[src/rtl/baud_ctrl_if.sv]
// Config and tick bundle for baud_ctrl. Carries i_cfg_frac only when
// BAUD_CTRL_FRAC_EN is defined.
interface baud_ctrl_if #(
  parameter int DIV_W = 16,
  parameter int OSR   = 16
);
  localparam int FRAC_W = $clog2(OSR);

  logic             i_en;
  logic [DIV_W-1:0] i_cfg_div;
  logic             i_cfg_valid;
`ifdef BAUD_CTRL_FRAC_EN
  logic [FRAC_W-1:0] i_cfg_frac;
`endif
  logic             o_cfg_ready;
  logic             o_cfg_err;
  logic             o_rx_tick;
  logic             o_tx_tick;
  logic [DIV_W-1:0] o_act_div;

  modport master (
    output i_en, i_cfg_div, i_cfg_valid,
`ifdef BAUD_CTRL_FRAC_EN
    output i_cfg_frac,
`endif
    input  o_cfg_ready, o_cfg_err, o_rx_tick, o_tx_tick, o_act_div
  );

  modport slave (
    input  i_en, i_cfg_div, i_cfg_valid,
`ifdef BAUD_CTRL_FRAC_EN
    input  i_cfg_frac,
`endif
    output o_cfg_ready, o_cfg_err, o_rx_tick, o_tx_tick, o_act_div
  );
endinterface

[src/rtl/baud_ctrl.sv]
// Baud tick generator: rx oversample tick and tx bit tick, divisor changes land
// on tx bit boundaries. BAUD_CTRL_FRAC_EN adds a fractional rx-period stretch.
//
// state | meaning
// IDLE  | disabled, counters held at 0, no ticks
// RUN   | ticking, no divisor change pending
// PEND  | ticking, new divisor waiting for the next tx tick
module baud_ctrl #(
  parameter int DIV_W       = 16,
  parameter int DEFAULT_DIV = 488,
  parameter int OSR         = 16
) (
  input logic        i_clk,
  input logic        i_rst,
  baud_ctrl_if.slave bus
);
  localparam int OS_W = $clog2(OSR);

  typedef enum logic [1:0] {IDLE, RUN, PEND} state_t;

  state_t           state;
  logic [DIV_W-1:0] act_div;
  logic [DIV_W-1:0] pend_div;
  logic [DIV_W-1:0] rx_cnt;
  logic [DIV_W-1:0] rx_last;
  logic [OS_W-1:0]  os_cnt;
  logic             rx_tick;
  logic             tx_tick;
  logic             cfg_err;
  logic             cfg_ready;
  logic             xfer;
  logic             acc;
  logic             rej;
  logic             rx_wrap;
  logic             tx_wrap;
`ifdef BAUD_CTRL_FRAC_EN
  logic [OS_W-1:0]  act_frac;
  logic [OS_W-1:0]  pend_frac;
`endif

  always_comb begin
    xfer = bus.i_cfg_valid & cfg_ready;
    acc  = xfer && (bus.i_cfg_div >= DIV_W'(2));
    rej  = xfer & ~acc;
`ifdef BAUD_CTRL_FRAC_EN
    // the first act_frac rx ticks of each bit run one clock longer
    rx_last = act_div - DIV_W'(1) + DIV_W'(os_cnt < act_frac);
`else
    rx_last = act_div - DIV_W'(1);
`endif
    rx_wrap = (rx_cnt == rx_last);
    tx_wrap = rx_wrap && (os_cnt == OS_W'(OSR - 1));
  end

  always_ff @(posedge i_clk or posedge i_rst) begin
    if (i_rst) begin
      state     <= IDLE;
      act_div   <= DIV_W'(DEFAULT_DIV);
      pend_div  <= '0;
      rx_cnt    <= '0;
      os_cnt    <= '0;
      rx_tick   <= 1'b0;
      tx_tick   <= 1'b0;
      cfg_err   <= 1'b0;
      cfg_ready <= 1'b1;
`ifdef BAUD_CTRL_FRAC_EN
      act_frac  <= '0;
      pend_frac <= '0;
`endif
    end else begin
      cfg_err <= rej;
      if (!bus.i_en) begin
        state     <= IDLE;
        rx_cnt    <= '0;
        os_cnt    <= '0;
        rx_tick   <= 1'b0;
        tx_tick   <= 1'b0;
        cfg_ready <= 1'b1;
        if (state == PEND) begin
          act_div <= pend_div;
`ifdef BAUD_CTRL_FRAC_EN
          act_frac <= pend_frac;
`endif
        end else if (acc) begin
          act_div <= bus.i_cfg_div;
`ifdef BAUD_CTRL_FRAC_EN
          act_frac <= bus.i_cfg_frac;
`endif
        end
      end else begin
        rx_tick <= rx_wrap;
        tx_tick <= tx_wrap;
        if (rx_wrap) begin
          rx_cnt <= '0;
          os_cnt <= tx_wrap ? '0 : os_cnt + OS_W'(1);
        end else begin
          rx_cnt <= rx_cnt + DIV_W'(1);
        end

        case (state)
          IDLE: begin
            state     <= RUN;
            cfg_ready <= 1'b1;
            if (acc) begin
              act_div <= bus.i_cfg_div;
`ifdef BAUD_CTRL_FRAC_EN
              act_frac <= bus.i_cfg_frac;
`endif
            end
          end
          RUN: begin
            if (acc) begin
              // a request landing on a tx tick waits for the following boundary
              pend_div  <= bus.i_cfg_div;
`ifdef BAUD_CTRL_FRAC_EN
              pend_frac <= bus.i_cfg_frac;
`endif
              state     <= PEND;
              cfg_ready <= 1'b0;
            end else begin
              cfg_ready <= 1'b1;
            end
          end
          PEND: begin
            if (tx_wrap) begin
              act_div   <= pend_div;
`ifdef BAUD_CTRL_FRAC_EN
              act_frac  <= pend_frac;
`endif
              state     <= RUN;
              cfg_ready <= 1'b1;
            end else begin
              cfg_ready <= 1'b0;
            end
          end
          default: begin
            state     <= IDLE;
            cfg_ready <= 1'b1;
          end
        endcase
      end
    end
  end

  assign bus.o_cfg_ready = cfg_ready;
  assign bus.o_cfg_err   = cfg_err;
  assign bus.o_rx_tick   = rx_tick;
  assign bus.o_tx_tick   = tx_tick;
  assign bus.o_act_div   = act_div;
endmodule

[src/flat_wrapper.sv]
// flat-port wrapper written by rule: the top's interface ports become plain ports
module baud_ctrl_flat 
#(
  parameter int DIV_W       = 16,
  parameter int DEFAULT_DIV = 488,
  parameter int OSR         = 16
)
  (i_clk, i_rst, bus_i_en, bus_i_cfg_div, bus_i_cfg_valid, bus_o_cfg_ready, bus_o_cfg_err, bus_o_rx_tick, bus_o_tx_tick, bus_o_act_div);
  baud_ctrl_if #(.DIV_W(DIV_W), .OSR(OSR)) bus_i ();
  input logic i_clk;
  input logic i_rst;
  input wire logic [$bits(bus_i.i_en)-1:0] bus_i_en;
  input wire logic [$bits(bus_i.i_cfg_div)-1:0] bus_i_cfg_div;
  input wire logic [$bits(bus_i.i_cfg_valid)-1:0] bus_i_cfg_valid;
  output wire logic [$bits(bus_i.o_cfg_ready)-1:0] bus_o_cfg_ready;
  output wire logic [$bits(bus_i.o_cfg_err)-1:0] bus_o_cfg_err;
  output wire logic [$bits(bus_i.o_rx_tick)-1:0] bus_o_rx_tick;
  output wire logic [$bits(bus_i.o_tx_tick)-1:0] bus_o_tx_tick;
  output wire logic [$bits(bus_i.o_act_div)-1:0] bus_o_act_div;
  assign bus_i.i_en = bus_i_en;
  assign bus_i.i_cfg_div = bus_i_cfg_div;
  assign bus_i.i_cfg_valid = bus_i_cfg_valid;
  assign bus_o_cfg_ready = bus_i.o_cfg_ready;
  assign bus_o_cfg_err = bus_i.o_cfg_err;
  assign bus_o_rx_tick = bus_i.o_rx_tick;
  assign bus_o_tx_tick = bus_i.o_tx_tick;
  assign bus_o_act_div = bus_i.o_act_div;
  baud_ctrl #(.DIV_W(DIV_W), .DEFAULT_DIV(DEFAULT_DIV), .OSR(OSR)) u_core (.i_clk(i_clk), .i_rst(i_rst), .bus(bus_i));
endmodule
[config.mk]
export PLATFORM = sky130hd
export DESIGN_NAME = baud_ctrl_flat
export DESIGN_NICKNAME = d
export VERILOG_FILES = /design/src/rtl/baud_ctrl_if.sv /design/src/rtl/baud_ctrl.sv /design/src/flat_wrapper.sv
export SDC_FILE = /design/constraint.sdc
export NUM_CORES = 1
export LEC_CHECK = 0
export CAP_MARGIN = 30
export CORE_MARGIN = 2
export CORE_UTILIZATION = 51
export DETAILED_ROUTE_END_ITERATION = 8
export PLACE_DENSITY = 0.83
export SLEW_MARGIN = 5
export SYNTH_ARGS = -nofsm -noshare
export SYNTH_HDL_FRONTEND = slang
export SYNTH_SLANG_ARGS = --single-unit
[constraint.sdc]
create_clock -name i_clk -period 3.35 [get_ports i_clk]
set_clock_uncertainty 0.15 [all_clocks]
set_input_delay 1.005 -clock i_clk [delete_from_list [all_inputs] [get_ports i_clk]]
set_output_delay 1.005 -clock i_clk [all_outputs]
set_load 0.01 [all_outputs]
==> summary.txt <==
Status -> completed
Die height -> 86.79 um
Pre-Repair DR Iteration Count -> 5
Final GP Congestion -> 0.8640
Share of layout cells above drive strength 1 -> 14.86%
Ys Warns -> 0
Routed WL per cell -> 17.66 um
Total Routing Usage GR -> 25.37%
Crit share post-route -> 97.80%
Mapped Area -> 0.003496 mm2
RSZ-0062 raised after global routing -> yes
Starting Density -> 52.03%
Worst-path fanout max -> 4
CTS clk-pin slew, worst paths -> 70 ps
Core area -> 0.006719 mm2
Vias per cell -> 6.084
H-tree levels -> 3
# rows -> 30
Worst slew pin tran -> 499.5 ps
Total grt overflow -> 0
Setup WS pre-CTS -> -143.8 ps
Dominant synthesized flop cell -> dfrtp_1
CTS Sinks -> 58
Synth unique cells -> 50
VDD IR max -> 0.0004472 V
Post-DRT Antenna Nets -> 0
DRC -> 0
Number of antenna diodes -> 0
Final hold vios -> 0
Top cells by area, synth -> dfrtp_1 (37%), o21ai_0 (5.0%), dfstp_2 (4.5%), o22a_1 (4.0%), xnor2_1 (4.0%)
Die area -> 0.007533 mm2
I/O pin cnt -> 40
Die Wd -> 86.79 um
Placed Instance Area -> 0.004078 mm2
HPWL Detailed -> 6244 um
Final nets -> 466
Iter 0 DRT Violations -> 299
Area leader, netlist -> dfrtp_1
Util after Layout -> 64.79%
Cell Pwr Density -> 788.9 mW/mm2
Met3 Usage GRT -> 6.190%
Post-synth EDFFs -> 0
Global-route met1 utilization -> 33.70%
CP Data Required Time -> 3430 ps
CTS Buffer Depth -> 2
Mapped Cells -> 385
Most common cell in the synthesized netlist -> dfrtp_1
Setup violators final -> 0
Post-route setup slack -> 73.80 ps
Count of final max-slew check failures -> 0
Hold crit path type -> reg -> reg
Ys async rst share -> 100.0%
Worst setup SP type -> register
Most instantiated cells after synthesis -> dfrtp_1 (52), o21ai_0 (35), nand2_1 (32), nor2_1 (32), inv_1 (25)
TritonCTS clock tree -> done
I/O Buffers -> 39
Synthesized Nets -> 412
Routed Wire Length -> 9254 um
Worst relative slew slack -> 66.44%
Grt met2 use -> 39.90%
Cell area after layout -> 0.004353 mm2
LEAKAGE -> 1.787 nW
Largest net degree at the start of global routing -> 37
Max cap viols -> 0
Area grow syn2layout -> 24.52%
Critical Path AT -> 3360 ps
Fillers -> 534
Yosys reg bits -> 58
Syn Area/Cell -> 9.080 um2
Synth top area share -> 37.22%
Initial antenna violation count -> 0
DR vias -> 3188
Most Crowded Layer GR -> met2
Register area share after synthesis -> 41.73%
Final min period -> 3276 ps
Critical path endpoint category -> register
WS Path Type -> reg -> reg
Fin Hold WS -> 360.3 ps
Total Power -> 3.434 mW
Vias in the first global route -> 3149
CTS Hold Bufs -> 0
First-pass GRT wire length -> 14900 um
Root Buffer Master -> clkbuf_8
CTS buffer count -> 9
Fmax -> 0.3052 GHz
Clock Latency Late Sink -> 340 ps
[cells in the final DEF, fill, tap and decap left out, types with 3 or more instances in the layout]
cell	n
and3_1	9
nor4_1	4
nor2_1	32
nand2_1	32
o211ai_1	5
clkinv_2	3
clkbuf_8	10
buf_4	21
nand4_1	11
and2_1	3
xor2_1	13
dfrtp_1	52
a211oi_1	15
nor3_1	20
o21ai_0	35
nand4b_1	3
nor2b_1	5
buf_12	4
inv_1	24
clkdlybuf4s50_1	39
ha_1	6
o22a_1	16
a21oi_1	6
nand2b_1	4
nand3_1	7
dfstp_2	6
mux2i_1	5
xnor2_1	16
[flip-flops by register name, indices dropped and copies added (netlist names)]
| signal | flops |
|---|---|
| u_core.bus.o_act_div | 16 |
| u_core.pend_div | 16 |
| u_core.rx_cnt | 16 |
| u_core.os_cnt | 4 |
| u_core.state | 2 |
| u_core.bus.o_cfg_err | 1 |
| u_core.bus.o_cfg_ready | 1 |
| u_core.bus.o_rx_tick | 1 |
| u_core.bus.o_tx_tick | 1 |
[worst paths after layout]
path / startpoint / endpoint / slack, ps / depth (start not counted)
setup / recovery: u_core.bus.o_act_div[1] / u_core.os_cnt[3] / 70 / 11
hold reg to reg: u_core.bus.o_cfg_ready / u_core.bus.o_cfg_err / 360 / 2
max in group asynchronous: i_rst / u_core.bus.o_act_div[6] / 1550 / 3
setup reg to reg: u_core.bus.o_act_div[1] / u_core.os_cnt[3] / 70 / 11
min in group asynchronous: i_rst / u_core.os_cnt[0] / 860 / 2
hold / removal: u_core.bus.o_cfg_ready / u_core.bus.o_cfg_err / 360 / 2
[kinds of logic after synthesis]
group           synth area share, %
fa+ha+maj                     2.505
simple gates                  21.12
xor+xnor                      7.265
mux                           1.432
flops                         41.73
compound gates                19.72
buf+inv                       6.227
[final cells by class]
cell class / count / area [um2] / share of cell area [%]
flip-flops and latches: 58 / 1459 / 33.52
well taps: 80 / 100.1 / 2.300
clock inverters: 5 / 30.03 / 0.6899
inverters: 25 / 93.84 / 2.156
repair buffers: 67 / 658.1 / 15.12
multi-input cells: 278 / 1871 / 42.97
clock buffers: 11 / 141.4 / 3.248
[stage by stage]
stage                     cells  setup TNS (ps)
after floorplan             385               0
after global placement      502          -277.3
after detailed placement    502           -1879
after CTS                   518               0
after global routing        524          -60.47
final                       524               0
[routing by layer]
layer  share of wire [%]  up-vias
met5                   0        -
met4                 2.1        0
met3                 6.4       17
met2                  49      129
met1                  43     1564
li1                    -     1478
[repair_timing]
action | 4_1_cts | 5_1_grt
endpoints found under the setup margin | 17 | 34
cloned | 0 | 1
pin swaps | 0 | 10
buffers inserted | 0 | 5
resized for setup | 2 | 9
[power breakdown]
group          switching [mW]  internal (mW)  leakage, nW
combinational           0.871          0.771        0.967
sequential              0.273          0.946        0.735
clock                   0.289          0.285       0.0851
total                    1.43           2.00         1.79
[worst max-delay path, cell delays in order (launching register included)]
cell       delay [ps]
dfrtp_1           410
inv_1              80
ha_2              170
or4b_4            510
or4b_4            570
mux2i_1           190
o211ai_2          170
buf_4             180
a2111oi_4         300
buf_4             180
nand4b_1           80
and3_1            180
Note: power is estimated with default switching activity, not from simulation.
